`src/rtl/compuerta_pkg.sv`:
```
// Purpose: shared types and defaults for the parking-gate controller.
// Latency: n/a (types, constants and a pure output-decode function).
// Backpressure: n/a.
package compuerta_pkg;

  // Controller states, 3-bit binary encoding.
  typedef enum logic [2:0] {
    CERRADO    = 3'd0,
    ESPERA_PIN = 3'd1,
    ALARMA_PIN = 3'd2,
    ABIERTO    = 3'd3,
    BLOQUEO    = 3'd4
  } estado_t;

  // Gate indications, one bit per output pin.
  typedef struct packed {
    logic cerrado;
    logic abierto;
    logic alarma;
    logic bloqueo;
  } salidas_t;

  localparam logic [7:0] PIN_DEFECTO      = 8'h10;
  localparam int         MAX_INTENTOS_DEF = 3;

  // Moore decode: the gate is physically closed in every state but ABIERTO,
  // so Cerrado/Abierto are always complementary.
  function automatic salidas_t decodificar(input estado_t e);
    salidas_t s;
    s.cerrado = (e != ABIERTO);
    s.abierto = (e == ABIERTO);
    s.alarma  = (e == ALARMA_PIN) || (e == BLOQUEO);
    s.bloqueo = (e == BLOQUEO);
    return s;
  endfunction

endpackage

```
`src/rtl/control_compuerta_if.sv`:
```
// Purpose: gate bus between the stimulus side (master) and the controller (slave).
// Signals: Vehiculo, Termino, enterPin, Pin[7:0] toward the controller;
//          Cerrado, Abierto, Alarma, Bloqueo back from it. No handshake, level signals.
interface control_compuerta_if;

  logic       Vehiculo;
  logic       Termino;
  logic       enterPin;
  logic [7:0] Pin;
  logic       Cerrado;
  logic       Abierto;
  logic       Alarma;
  logic       Bloqueo;

  modport master (
    output Vehiculo, Termino, enterPin, Pin,
    input  Cerrado, Abierto, Alarma, Bloqueo
  );

  modport slave (
    input  Vehiculo, Termino, enterPin, Pin,
    output Cerrado, Abierto, Alarma, Bloqueo
  );

endinterface

```
`src/rtl/detector_flanco.sv`:
```
// Purpose: 1-bit rising-edge detector; pulso = in & ~in_q.
// Latency: combinational pulse in the cycle the input rises; in_q registered.
// Ports: Clk, Reset (async active-low), in, pulso. No backpressure.
module detector_flanco (
  input  logic Clk,
  input  logic Reset,
  input  logic in,
  output logic pulso
);

  logic in_q;

  // in_q resets to 0 so an input already high on the first edge after
  // reset release still counts as a rising edge.
  always_ff @(posedge Clk or negedge Reset) begin
    if (!Reset) begin
      in_q <= 1'b0;
    end else begin
      in_q <= in;
    end
  end

  assign pulso = in & ~in_q;

endmodule

```
`src/rtl/control_compuerta.sv`:
```
// Purpose: parking-gate Moore FSM with PIN attempt counter and tailgating block.
// Latency: 1 cycle from input at rising edge to registered outputs.
// Ports: Clk, Reset (async active-low), bus (slave modport). No backpressure.
module control_compuerta
  import compuerta_pkg::*;
#(
  parameter logic [7:0] PIN_CORRECTO = PIN_DEFECTO,
  parameter int         MAX_INTENTOS = MAX_INTENTOS_DEF   // legal 1..3
) (
  input  logic                Clk,
  input  logic                Reset,
  control_compuerta_if.slave  bus
);

  localparam logic [2:0] MAX_W   = 3'(MAX_INTENTOS);
  localparam logic [1:0] MAX_SAT = MAX_W[1:0];

  estado_t    estado, estado_sig;
  logic [1:0] intentos, intentos_sig;
  logic [2:0] intentos_p1;
  salidas_t   salidas;
  logic       pin_ev, pin_ok, pin_bad;

  detector_flanco u_flanco (
    .Clk   (Clk),
    .Reset (Reset),
    .in    (bus.enterPin),
    .pulso (pin_ev)
  );

  assign pin_ok      = pin_ev & (bus.Pin == PIN_CORRECTO);
  assign pin_bad     = pin_ev & (bus.Pin != PIN_CORRECTO);
  // Widened so the compare against MAX_INTENTOS cannot wrap.
  assign intentos_p1 = {1'b0, intentos} + 3'd1;

  always_comb begin
    estado_sig   = estado;
    intentos_sig = intentos;
    unique case (estado)
      CERRADO: begin
        if (bus.Vehiculo) estado_sig = ESPERA_PIN;
      end
      ESPERA_PIN: begin
        if (pin_ok) begin
          estado_sig = ABIERTO;
        end else if (pin_bad && (intentos_p1 == MAX_W)) begin
          estado_sig   = ALARMA_PIN;
          intentos_sig = MAX_SAT;
        end else if (pin_bad) begin
          intentos_sig = intentos_p1[1:0];
        end else if (!bus.Vehiculo) begin
          estado_sig = CERRADO;
        end
      end
      ALARMA_PIN: begin
        // Further wrong PINs keep the alarm; the counter stays saturated.
        if (pin_ok) estado_sig = ABIERTO;
      end
      ABIERTO: begin
        // A second vehicle still present when the first finishes is tailgating.
        if (bus.Termino && bus.Vehiculo) estado_sig = BLOQUEO;
        else if (bus.Termino)            estado_sig = CERRADO;
      end
      BLOQUEO: begin
        if (pin_ok) estado_sig = CERRADO;
      end
      default: estado_sig = CERRADO;
    endcase
    // Every entry to CERRADO or ABIERTO starts a fresh attempt window.
    if (estado_sig == CERRADO || estado_sig == ABIERTO) intentos_sig = 2'd0;
  end

  // Outputs are registered from the next state so they line up with the
  // state register and reset asynchronously with it.
  always_ff @(posedge Clk or negedge Reset) begin
    if (!Reset) begin
      estado   <= CERRADO;
      intentos <= 2'd0;
      salidas  <= decodificar(CERRADO);
    end else begin
      estado   <= estado_sig;
      intentos <= intentos_sig;
      salidas  <= decodificar(estado_sig);
    end
  end

  assign bus.Cerrado = salidas.cerrado;
  assign bus.Abierto = salidas.abierto;
  assign bus.Alarma  = salidas.alarma;
  assign bus.Bloqueo = salidas.bloqueo;

endmodule

```
`src/flat_wrapper.sv`:
```
// flat-port wrapper written by rule: the top's interface ports become plain ports
module control_compuerta_flat import compuerta_pkg::*;
#(
  parameter logic [7:0] PIN_CORRECTO = PIN_DEFECTO,
  parameter int         MAX_INTENTOS = MAX_INTENTOS_DEF                
)
  (Clk, Reset, bus_Vehiculo, bus_Termino, bus_enterPin, bus_Pin, bus_Cerrado, bus_Abierto, bus_Alarma, bus_Bloqueo);
  control_compuerta_if bus_i ();
  input  logic Clk;
  input  logic Reset;
  input wire logic [$bits(bus_i.Vehiculo)-1:0] bus_Vehiculo;
  input wire logic [$bits(bus_i.Termino)-1:0] bus_Termino;
  input wire logic [$bits(bus_i.enterPin)-1:0] bus_enterPin;
  input wire logic [$bits(bus_i.Pin)-1:0] bus_Pin;
  output wire logic [$bits(bus_i.Cerrado)-1:0] bus_Cerrado;
  output wire logic [$bits(bus_i.Abierto)-1:0] bus_Abierto;
  output wire logic [$bits(bus_i.Alarma)-1:0] bus_Alarma;
  output wire logic [$bits(bus_i.Bloqueo)-1:0] bus_Bloqueo;
  assign bus_i.Vehiculo = bus_Vehiculo;
  assign bus_i.Termino = bus_Termino;
  assign bus_i.enterPin = bus_enterPin;
  assign bus_i.Pin = bus_Pin;
  assign bus_Cerrado = bus_i.Cerrado;
  assign bus_Abierto = bus_i.Abierto;
  assign bus_Alarma = bus_i.Alarma;
  assign bus_Bloqueo = bus_i.Bloqueo;
  control_compuerta #(.PIN_CORRECTO(PIN_CORRECTO), .MAX_INTENTOS(MAX_INTENTOS)) u_core (.Clk(Clk), .Reset(Reset), .bus(bus_i));
endmodule
```
`config.mk`:
```
export PLATFORM = sky130hd
export DESIGN_NAME = control_compuerta_flat
export DESIGN_NICKNAME = d
export VERILOG_FILES = /design/src/rtl/compuerta_pkg.sv /design/src/rtl/control_compuerta_if.sv /design/src/rtl/detector_flanco.sv /design/src/rtl/control_compuerta.sv /design/src/flat_wrapper.sv
export SDC_FILE = /design/constraint.sdc
export NUM_CORES = 1
export LEC_CHECK = 0
export CORE_UTILIZATION = 25
export CTS_CLUSTER_SIZE = 24
export DETAILED_ROUTE_END_ITERATION = 8
export GPL_TIMING_DRIVEN = 0
export PLACE_DENSITY = 0.62
export SETUP_SLACK_MARGIN = 0.15
export SLEW_MARGIN = 20
export SYNTH_ARGS = -nofsm -noshare
export SYNTH_HDL_FRONTEND = slang
export SYNTH_SLANG_ARGS = --single-unit
```
`constraint.sdc`:
```
create_clock -name Clk -period 1.75 [get_ports Clk]
set_input_delay 0.2625 -clock Clk [delete_from_list [all_inputs] [get_ports Clk]]
set_output_delay 0.2625 -clock Clk [all_outputs]
set_load 0.005 [all_outputs]
```
==> flow_summary.toml <==
[timing]
tightest_slew_ps = 437
rsz0062_at_grt = "yes"
hold_viol_final = 0
max_slew_margin_pct = 70.6
final.period_utilization_pct = 102
slew_viol_final = 0
fmax_mhz = 560
timing.final.ws_setup_ps = -36.8
post-route-min-period_ps = 1790
setup_violations = 2
skew_ps = 8.30

[final_layout]
finish.utilization_pct = 45.0
drive_gt1_share_pct = 33.3
num_antenna_cells = 0
syn_to_final_growth_pct = 62.3
final_cell_mix = "9 x clkdlybuf4s50_1, 9 x dfrtp_1, 8 x buf_4"
nFillCells = 203
nets = 96

[min_path]
min_path_type = "in -> async"

[cts]
cts_tree = "built"
cts_buffers = 3
root_buffer = "clkbuf_4"
clk_pin_slew_ps = 70
cts_sinks = 10
htree_levels = 1
cts_buffer_depth = 2
insertion_delay_ps = 270

[route]
drt_first_pass_iters = 4
drt_drc_violations_left = 0
viasPerCell = 4.73
ant_nets = 0
num_vias = 511
drtIter0Drc = 5
routed_wl_um = 1260
wire_per_inst_um = 11.7

[floorplan]
start_util_pct = 27.8
die-area_um2 = 2460
ioPinCount = 17
coreArea_um2 = 2040
row_count = 16
fp.dieW_um = 49.6
die_h_um = 49.6

[power]
power_density_nw_per_um2 = 656
ir_worst_vdd_v = 0.000457
cellLeakagePower_nw = 0.432

[flow_run]
drv_cap = 0

[critical_path]
reg2reg_slack_ps = -40
worstSetupPathType = "reg -> reg"
critical_path.max_fanout = 4
cp.arrival_ps = 1930
required_ps = 1890
endpoint_kind = "flop"
cp-start-kind = "flop"

[synth]
synthTopCellsByArea = "dfrtp_1 40%, dfstp_2 4.6%, nor4_2 4.4%, nor4b_4 4.2%, nand2b_1 3.3%"
synth-seq-cells = 10
synthesis.area_um2 = 567
ys_seq_area_share_pct = 44.4
synth.top_cell.area_share_pct = 39.7
synth_cells = 53
syn-num-nets = 67
yosys_warnings = 0
syn_area_per_cell_um2 = 10.7
ys_types = 29
yosysTopAreaCell = "dfrtp_1"

[place]
numPortBuffers = 16
gp_congestion = 0.826
hpwl_um = 840
place_ws_ps = -453

[grt]
track_usage_pct = 10.9
grt_pass1_vias = 486
grt_max_degree = 11
grt_overflow = 0
grt_pass1_wl_um = 1970
antenna_found_initial = 0

[run_status]
outcome = "complete, but fails checks"
violations = "negative setup slack"
-- final cells by class --
type	instances	area, um^2	share of cell area, %
multi-input cells	38	350	38.1
flip-flops and latches	10	251	27.3
repair buffers	24	238	25.9
well taps	27	33.8	3.67
clock buffers	4	26.3	2.86
inverters	4	15.0	1.63
plain buffers	1	5.00	0.544
-- flip-flops by register name, summed over array words and instances, names as in the netlist --
register and count:
u_core.bus.Abierto 1, u_core.estado 3, u_core.bus.Cerrado 1, u_core.bus.Bloqueo 1, u_core.intentos 2, u_core.bus.Alarma 1
u_core.u_flanco.in_q 1
-- per-stage QoR --
stage | setup TNS (ps) | hold slack (ps) | std cells | cell area, um^2 | power, mW
floorplan | 0 | -33.1 | 53 | 577 | 0.361
global placement | -1880 | 592 | 96 | 771 | 0.412
detailed placement | -1820 | 600 | 96 | 771 | 0.416
CTS | -72.2 | 311 | 104 | 853 | 0.592
global route | -263 | 334 | 108 | 920 | 0.642
finish | -62.2 | 291 | 108 | 920 | 0.603
-- cell usage after synthesis --
| cell type | count |
|---|---|
| o31ai_1 | 1 |
| inv_1 | 4 |
| buf_2 | 1 |
| o21ai_1 | 1 |
| a31oi_1 | 1 |
| nand2_1 | 4 |
| a21boi_2 | 1 |
| nand3b_1 | 1 |
| nor4bb_1 | 1 |
| nor4b_4 | 1 |
| o31a_1 | 1 |
| nand4b_1 | 1 |
| ha_1 | 1 |
| mux2_4 | 1 |
| or4_1 | 1 |
| a31o_2 | 2 |
| nor4_2 | 2 |
| xnor2_1 | 1 |
| nor3b_1 | 1 |
| a21oi_1 | 3 |
| or3_1 | 2 |
| nand3_1 | 2 |
| nand2b_1 | 3 |
| nor2_1 | 3 |
| dfstp_2 | 1 |
| nor4b_2 | 1 |
| mux2i_1 | 1 |
| dfrtp_1 | 9 |
| nor3_1 | 1 |
-- timing repair --
action | CTS | global route
buffers inserted | 4 | 4
endpoints found under the setup margin | 5 | 7
pin swaps | 4 | 7
hold buffers | 0 | 0
gates resized for setup | 4 | 11
-- per-layer routing --
metal  up-vias  routed length [um]  GRT usage (%)  part of all wire (%)
met1       242                 569           12.6                    45
met2        15                 588           17.3                    47
met4         0                  27           7.14                   2.1
li1        250                   -              -                     -
met5         -                   0              0                     0
met3         4                  74           3.40                   5.9
-- cell families after synthesis --
family | count (synthesis) | synth area share, %
compound gates | 10 | 12.6
fa+ha+maj | 1 | 2.21
flops | 10 | 44.4
xor+xnor | 1 | 1.55
simple gates | 24 | 31.3
buf+inv | 5 | 3.53
mux | 2 | 4.41
-- where the power goes --
part / switching, mW / total (mW) / internal (mW) / leakage [nW]
registers: 0.0156 / 0.262 / 0.246 / 0.131
clock network: 0.0761 / 0.164 / 0.0880 / 0.0150
logic: 0.0832 / 0.177 / 0.0940 / 0.286
total: 0.175 / 0.603 / 0.428 / 0.432
-- path summary, 6_finish.rpt --
path                                        end  cells past startpoint                from
max                          u_core.intentos[0]                      5  u_core.intentos[1]
min                           u_core.bus.Alarma                      1               Reset
max reg2reg                  u_core.intentos[0]                      5  u_core.intentos[1]
min reg2reg                  u_core.intentos[0]                      2  u_core.intentos[0]
max in group asynchronous    u_core.bus.Cerrado                      1               Reset
min in group Clk           u_core.u_flanco.in_q                      1        bus_enterPin
-- worst max-delay path, stage by stage, from the launching register on --
cell      delay [ps]
dfrtp_1          410
ha_4             170
or4_4            490
mux2_4           310
a21boi_4         210
nor4_2            70
Note: power is estimated with default switching activity, not from simulation.
==> edit 1 (config.mk and constraints unchanged) <==
Encoding of `estado_t`: now one-hot (5 bits for 5 values). Comments in the files are not updated.
--- a/src/rtl/compuerta_pkg.sv
+++ b/src/rtl/compuerta_pkg.sv
@@ -4,12 +4,12 @@
 package compuerta_pkg;
 
   // Controller states, 3-bit binary encoding.
-  typedef enum logic [2:0] {
-    CERRADO    = 3'd0,
-    ESPERA_PIN = 3'd1,
-    ALARMA_PIN = 3'd2,
-    ABIERTO    = 3'd3,
-    BLOQUEO    = 3'd4
+  typedef enum logic [4:0] {
+    CERRADO    = 5'b00001,
+    ESPERA_PIN = 5'b00010,
+    ALARMA_PIN = 5'b00100,
+    ABIERTO    = 5'b01000,
+    BLOQUEO    = 5'b10000
   } estado_t;
 
   // Gate indications, one bit per output pin.
Formal check against the unedited RTL: no difference found for any inputs over 10 cycles, from zero or initial values and one cycle with Reset low; not proved beyond that.
==> edit 1 against the unedited design <==
- area after synthesis rose by 18%
- count of clock-buffer cells in the layout unchanged
- worst setup slack better by 0.21 ns
- first-iteration DRC count grew 20%
- sequential cell count increased by 2
- design area grew 6.5%
- largest cell class unchanged
- critical endpoint unchanged
- wire length rose by 15%
- core utilization decreased by 5.8 points
- die area is 17% higher
- via count up 13%
Power is not compared: it rests on default switching activity, and its combinational part moved more than twofold at a synthesized area within 25%.
==> edit 1: results (changes against the unedited design) <==
status:
  status: "finished clean"  # was finished, violations left
place:
  place_area_sq_um: 867  # was 771 sq um
  gp_congestion: 0.776  # was 0.826
  hpwlAfterDp_mm: 1.07  # was 840 microns
  port_buffers: 16  # unchanged
timing:
  timing.clock.skew_ns: 0.00152  # was 0.00830 ns
  max_slew.worst_pin.slew_ns: 0.526  # was 0.437 ns
synthesis:
  synth.area.top_cells: "dfrtp_1 37%, dfstp_2 7.9%, nor3_1 3.7%, nor2_1 3.4%, nand2_1 2.8%"  # was dfrtp_1 40%, dfstp_2 4.6%, nor4_2 4.4%, nor4b_4 4.2%, nand2b_1 3.3%
  synthXorXnorAreaFrac_pct: 2.62  # was 1.55%
  synthMuxAreaShare_pct: 1.50  # was 4.42%
  yosysUniqueCellTypes: 35  # was 29
  async_flop_share_pct: 100  # unchanged
  synthAdderAreaFrac_pct: 1.87  # was 2.21%
  synth_fp_nets: 81  # was 67
  synth.avg_cell_area_sq_um: 9.99  # was 10.7 sq um
  synth-compound-area-share_pct: 13.6  # was 12.6%
  ys.flop_type: "dfrtp_1"  # unchanged
  synthTopCellsByCount: "10 x dfrtp_1, 6 x nor2_1, 5 x nand2_1, 5 x nor3_1, 4 x inv_1"  # was 9 x dfrtp_1, 4 x inv_1, 4 x nand2_1
  seq_area_frac_synth_pct: 45.2  # was 44.4%
  ys_warn_count: 0  # unchanged
global_routing:
  grt_pass1_vias: 546  # was 486
  grt_pass1_wl_mm: 2.43  # was 1.97 mm
  antenna_found_initial: 0  # unchanged
  track_usage_pct: 11.8  # was 10.9%
  grt_max_degree: 13  # was 11
cts:
  htreeDepth: 1  # unchanged
  clkTransAtPathRegs_ns: 0.08
  cts-buffers-inserted: 3  # unchanged
  cts_root_buf: "clkbuf_4"  # unchanged
  clock_latency_ns: 0.27  # about the same
  clock_path_buffers: 2  # unchanged
cells_and_area:
  num_antenna_cells: 0  # unchanged
  top_regs: "u_core.estado x5, u_core.intentos x2"  # was u_core.estado x3, u_core.intentos x2
  fillers: 251  # was 203
  nets: 107  # was 96
  drive_gt1_share_pct: 26.1  # was 33.3%
route:
  viasPerCell: 4.74  # was 4.73
  drt-pass1-iter-count: 4  # unchanged
  avgRoutedWirePerCell_microns: 11.8  # was 11.7 microns
  vias: 578  # was 511
  drt-initial-drc-count: 6  # was 5
worst_setup_path:
  slowest_delay_ns: 0.53  # was 0.49 ns
  slowest_stage: "dfstp_2"  # was or4_4
  critical_path_arrival_ns: 1.76  # was 1.93 ns
  critPathTopFamily: "simple AND/OR/NAND/NOR gates"  # unchanged
  critPathMaxFanout: 6  # was 4
hold_path:
  min_path_type: "input port to async pin"  # unchanged
power:
  vdd_drop_max_mv: 0.520
  p_leak_uw: 0.000398
[edit 1: changes by cell type in the layout (fill, tap and decap cells not counted), sizes merged, moves of 3 or more]
| cell | change |
|---|---|
| nor3 | +4 |
| dlymetal6s2s | -7 |
| clkdlybuf4s50 | +7 |
| o22ai | +3 |
| nor2 | +3 |
[edit 1: repair_timing]
action / 4_1_cts / 5_1_grt
gates resized for setup: 1 / 7
pin swaps: 1 / 3
setup endpoints to repair: 1 / 3
buffers inserted: 0 / 5
[edit 1: stage by stage]
step / hold slack [ns] / power, uW / setup WS, ns / TNS (ns) / util (%)
after floorplan: -0.0331 / 590 / 0.197 / 0 / -
after global placement: 0.559 / 659 / -0.112 / -0.208 / 34.7
after detailed placement: 0.592 / 667 / -0.122 / -0.279 / 34.7
after CTS: 0.346 / 890 / 0.154 / 0 / 36.3
after global routing: 0.378 / 1040 / 0.0692 / 0 / 39.2
final: 0.337 / 979 / 0.173 / 0 / 39.2
[edit 1: path summary, 6_finish.rpt]
check                                        to  depth (start not counted)                from  slack [ns]
max in group asynchronous    u_core.bus.Cerrado                          1               Reset        1.05
min reg2reg                  u_core.intentos[1]                          2  u_core.intentos[1]        0.61
max                          u_core.intentos[0]                          6    u_core.estado[0]        0.17
max reg2reg                  u_core.intentos[0]                          6    u_core.estado[0]        0.17
min                          u_core.intentos[1]                          1               Reset        0.34
min in group Clk           u_core.u_flanco.in_q                          1        bus_enterPin        0.48
[edit 1: kinds of logic (layout without fill, tap and decap cells)]
kind of cell    Yosys count  after routing
flops                    12             12
fa+ha+maj                 1              1
buf+inv                   6             31
simple gates             33             33
xor+xnor                  2              2
mux                       1              1
compound gates           12             12
[edit 1: report_power, final]
part	internal (uW)	total (uW)	switching [uW]
registers	311	321	9.99
logic	246	440	194
clock network	126	218	91.9
[edit 1: cell type report]
type / count / share of cell area (%)
multi-input cells: 49 / 37.5
flip-flops and latches: 12 / 30.9
repair buffers: 21 / 20.2
well taps: 30 / 3.83
clock buffers: 4 / 3.70
plain buffers: 2 / 2.30
inverters: 4 / 1.53
[edit 1: routing by layer]
layer / part of all wire [%] / vias to the layer above / global-route usage [%]
met3: 0.97 / 0 / 2.54
met2: 55 / 3 / 18.7
met4: 0 / 0 / 5.26
li1: - / 289 / -
met5: 0 / - / 0
met1: 44 / 286 / 15.3
==> edit 2 (same flow settings) <==
Made on the original files. Register the output `bus.Alarma`; this adds one clock of latency there.
--- a/src/rtl/control_compuerta.sv
+++ b/src/rtl/control_compuerta.sv
@@ -86,7 +86,9 @@
 
   assign bus.Cerrado = salidas.cerrado;
   assign bus.Abierto = salidas.abierto;
-  assign bus.Alarma  = salidas.alarma;
+  always_ff @(posedge Clk) begin
+    bus.Alarma <= salidas.alarma;
+  end
   assign bus.Bloqueo = salidas.bloqueo;
 
 endmodule
Formal check against the unedited RTL: not equivalent (a bounded check fails within 4 cycles, from zero or initial values and one cycle with Reset low).
==> edit 2 against the unedited design <==
- power grew 8.5%
- design area increased by 3.9%
- sequential share of layout area increased by 1.2 points
- non-clock buffer count is the same
- area after synthesis increased by 3.5%
- worst setup slack better by 0.037 ns
- wire length grew 13%
- via count up 0.59%
- clock power grew 3%
- sequential cell count up 1
- core utilization down 1.8 points
- count of clock-buffer cells in the layout unchanged
- global-route usage grew 0.79 points
- highest routed layer unchanged
==> edit 2: results (changes against the unedited design) <==
status:
  status: "finished clean"  # was finished, violations left
synthesis:
  synth_edf_count: 0  # unchanged
  synthTopCellsByCount: "9 x dfrtp_1, 4 x inv_1, 4 x nand2_1"  # unchanged
  yosysUniqueCellTypes: 30  # was 29
  async_flop_share_pct: 90.9  # was 100%
  ys_warn_count: 0  # unchanged
  seq_area_frac_synth_pct: 46.3  # was 44.4%
  synth.avg_cell_area_sq_um: 10.9  # was 10.7 sq um
  synth.area.top_cells: "dfrtp_1 38%, dfstp_2 4.5%, nor4_2 4.3%, nor4b_4 4.1%, dfxtp_1 3.4%"  # was dfrtp_1 40%, dfstp_2 4.6%, nor4_2 4.4%, nor4b_4 4.2%, nand2b_1 3.3%
  synth_fp_nets: 68  # was 67
global_routing:
  grt_pass1_vias: 541  # was 486
  track_usage_pct: 11.7  # was 10.9%
  grt_pass1_wl_mm: 2.22  # was 1.97 mm
  antenna_found_initial: 0  # unchanged
  grt_max_degree: 11  # unchanged
hold_path:
  min_path_type: "input port to async pin"  # unchanged
place:
  dpl_worst_slack_ns: -0.531  # was -0.453 ns
  hpwlAfterDp_microns: 923  # was 840 microns
  place_inst: 98  # was 96
  gp_congestion: 0.691  # was 0.826
  place_area_sq_um: 792  # was 771 sq um
  port_buffers: 16  # unchanged
power:
  vdd_drop_max_mv: 0.458  # was 0.457 mV
  p_switching_uw: 192  # was 175 uW
  p_leak_uw: 0.000409  # was 0.000432 uW
cts:
  clkTransAtPathRegs_ns: 0.07  # about the same
  clock_path_buffers: 2  # unchanged
  clock_latency_ns: 0.26
  htreeDepth: 1  # unchanged
  cts-buffers-inserted: 3  # unchanged
  cts_root_buf: "clkbuf_4"  # unchanged
cells_and_area:
  nets: 97  # was 96
  drive_gt1_share_pct: 37.8  # was 33.3%
  top_regs: "u_core.estado x3, u_core.intentos x2"  # unchanged
  num_antenna_cells: 0  # unchanged
  fillers: 213  # was 203
worst_setup_path:
  critPathMaxFanout: 4  # unchanged
  critPathTopFamily: "simple AND/OR/NAND/NOR gates"  # unchanged
  critical_path_arrival_ns: 1.90  # was 1.93 ns
  slowest_delay_ns: 0.51  # was 0.49 ns
  slowest_stage: "clkdlybuf4s50_1"  # was or4_4
timing:
  max_slew.worst_pin.slew_ns: 0.452  # was 0.437 ns
  timing.clock.skew_ns: 0.00242  # was 0.00830 ns
route:
  avgRoutedWirePerCell_microns: 13.0  # was 11.7 microns
  drt-initial-drc-count: 2  # was 5
  drt-pass1-iter-count: 4  # unchanged
  drt-total-wl_mm: 1.43  # was 1.26 mm
  vias: 514  # was 511
==> edit 2: cell types whose count changed in the layout (fill, tap and decap cells not counted), sizes merged <==
cell           change
clkdlybuf4s50      +2
dlymetal6s2s       -4
dlygate4sd2        +2
dfxtp              +1
==> edit 2: path summary, 6_finish.rpt <==
kind                                   start                  to  slack (ns)  cells after the start
max                             bus_enterPin  u_core.intentos[0]      0.0001                      6
min                                    Reset  u_core.intentos[1]        0.31                      1
max reg2reg                 u_core.estado[2]  u_core.intentos[0]        0.02                      5
min reg2reg                u_core.salidas[1]   u_core.bus.Alarma        0.36                      0
max in group asynchronous              Reset  u_core.bus.Cerrado        1.10                      1
min in group Clk           u_core.salidas[1]   u_core.bus.Alarma        0.36                      0
==> edit 2: kinds of logic (layout without fill, tap and decap cells) <==
family                     count (synthesis)  in the layout  share of synthesized area, %
muxes                                      2              2                          4.26
DFF                                       11             11                          46.3
adders and majority gates                  1              1                          2.13
xor gates and xnor gates                   1              1                          1.49
buffers and inverters                      5             33                          3.41
AOI/OAI and AO/OA                         10             10                          12.2
and+or+nand+nor                           24             24                          30.3
==> edit 2: worst reg2reg max path, stage by stage, from the launching register on <==
cell and delay, ns:
dfrtp_1 0.40, nand2b_4 0.15, or4_1 0.49, mux2_4 0.30, a21boi_4 0.20, nor4_2 0.07
==> edit 2: area by class of cell <==
class	instances	area [sq um]	area share (%)
repair buffers	24	225	23.6
clock buffers	4	26.3	2.75
multi-input cells	38	374	39.1
plain buffers	1	7.51	0.785
flip-flops and latches	11	273	28.5
inverters	4	15.0	1.57
well taps	28	35.0	3.66
==> edit 2: metal layers <==
metal	wire length [microns]	GRT usage [%]
met1	643	14.7
met2	707	18.9
met3	34	0.909
met4	44	8.33
met5	0	0
==> edit 2: power by group through the flow <==
stage          sequential (uW)  clock [uW]  combinational [uW]
2_1_floorplan              285           0                99.9
3_3_place_gp               287           0                 148
3_5_place_dp               289           0                 153
4_1_cts                    285         174                 172
5_1_grt                    293         180                 214
6_report                   290         169                 195
==> edit 2: repair_timing <==
item	4_1_cts	5_1_grt
setup endpoints to repair	5	6
resized for setup	10	9
buffers inserted	6	2
pin swaps	9	5
==> edit 2: per-stage QoR <==
step	hold WS, ns	TNS, ns
3_3_place_gp	0.336	-2.03
6_report	0.311	0
3_5_place_dp	0.335	-2.32
5_1_grt	0.345	-0.132
4_1_cts	0.317	0
2_1_floorplan	-0.0331	0
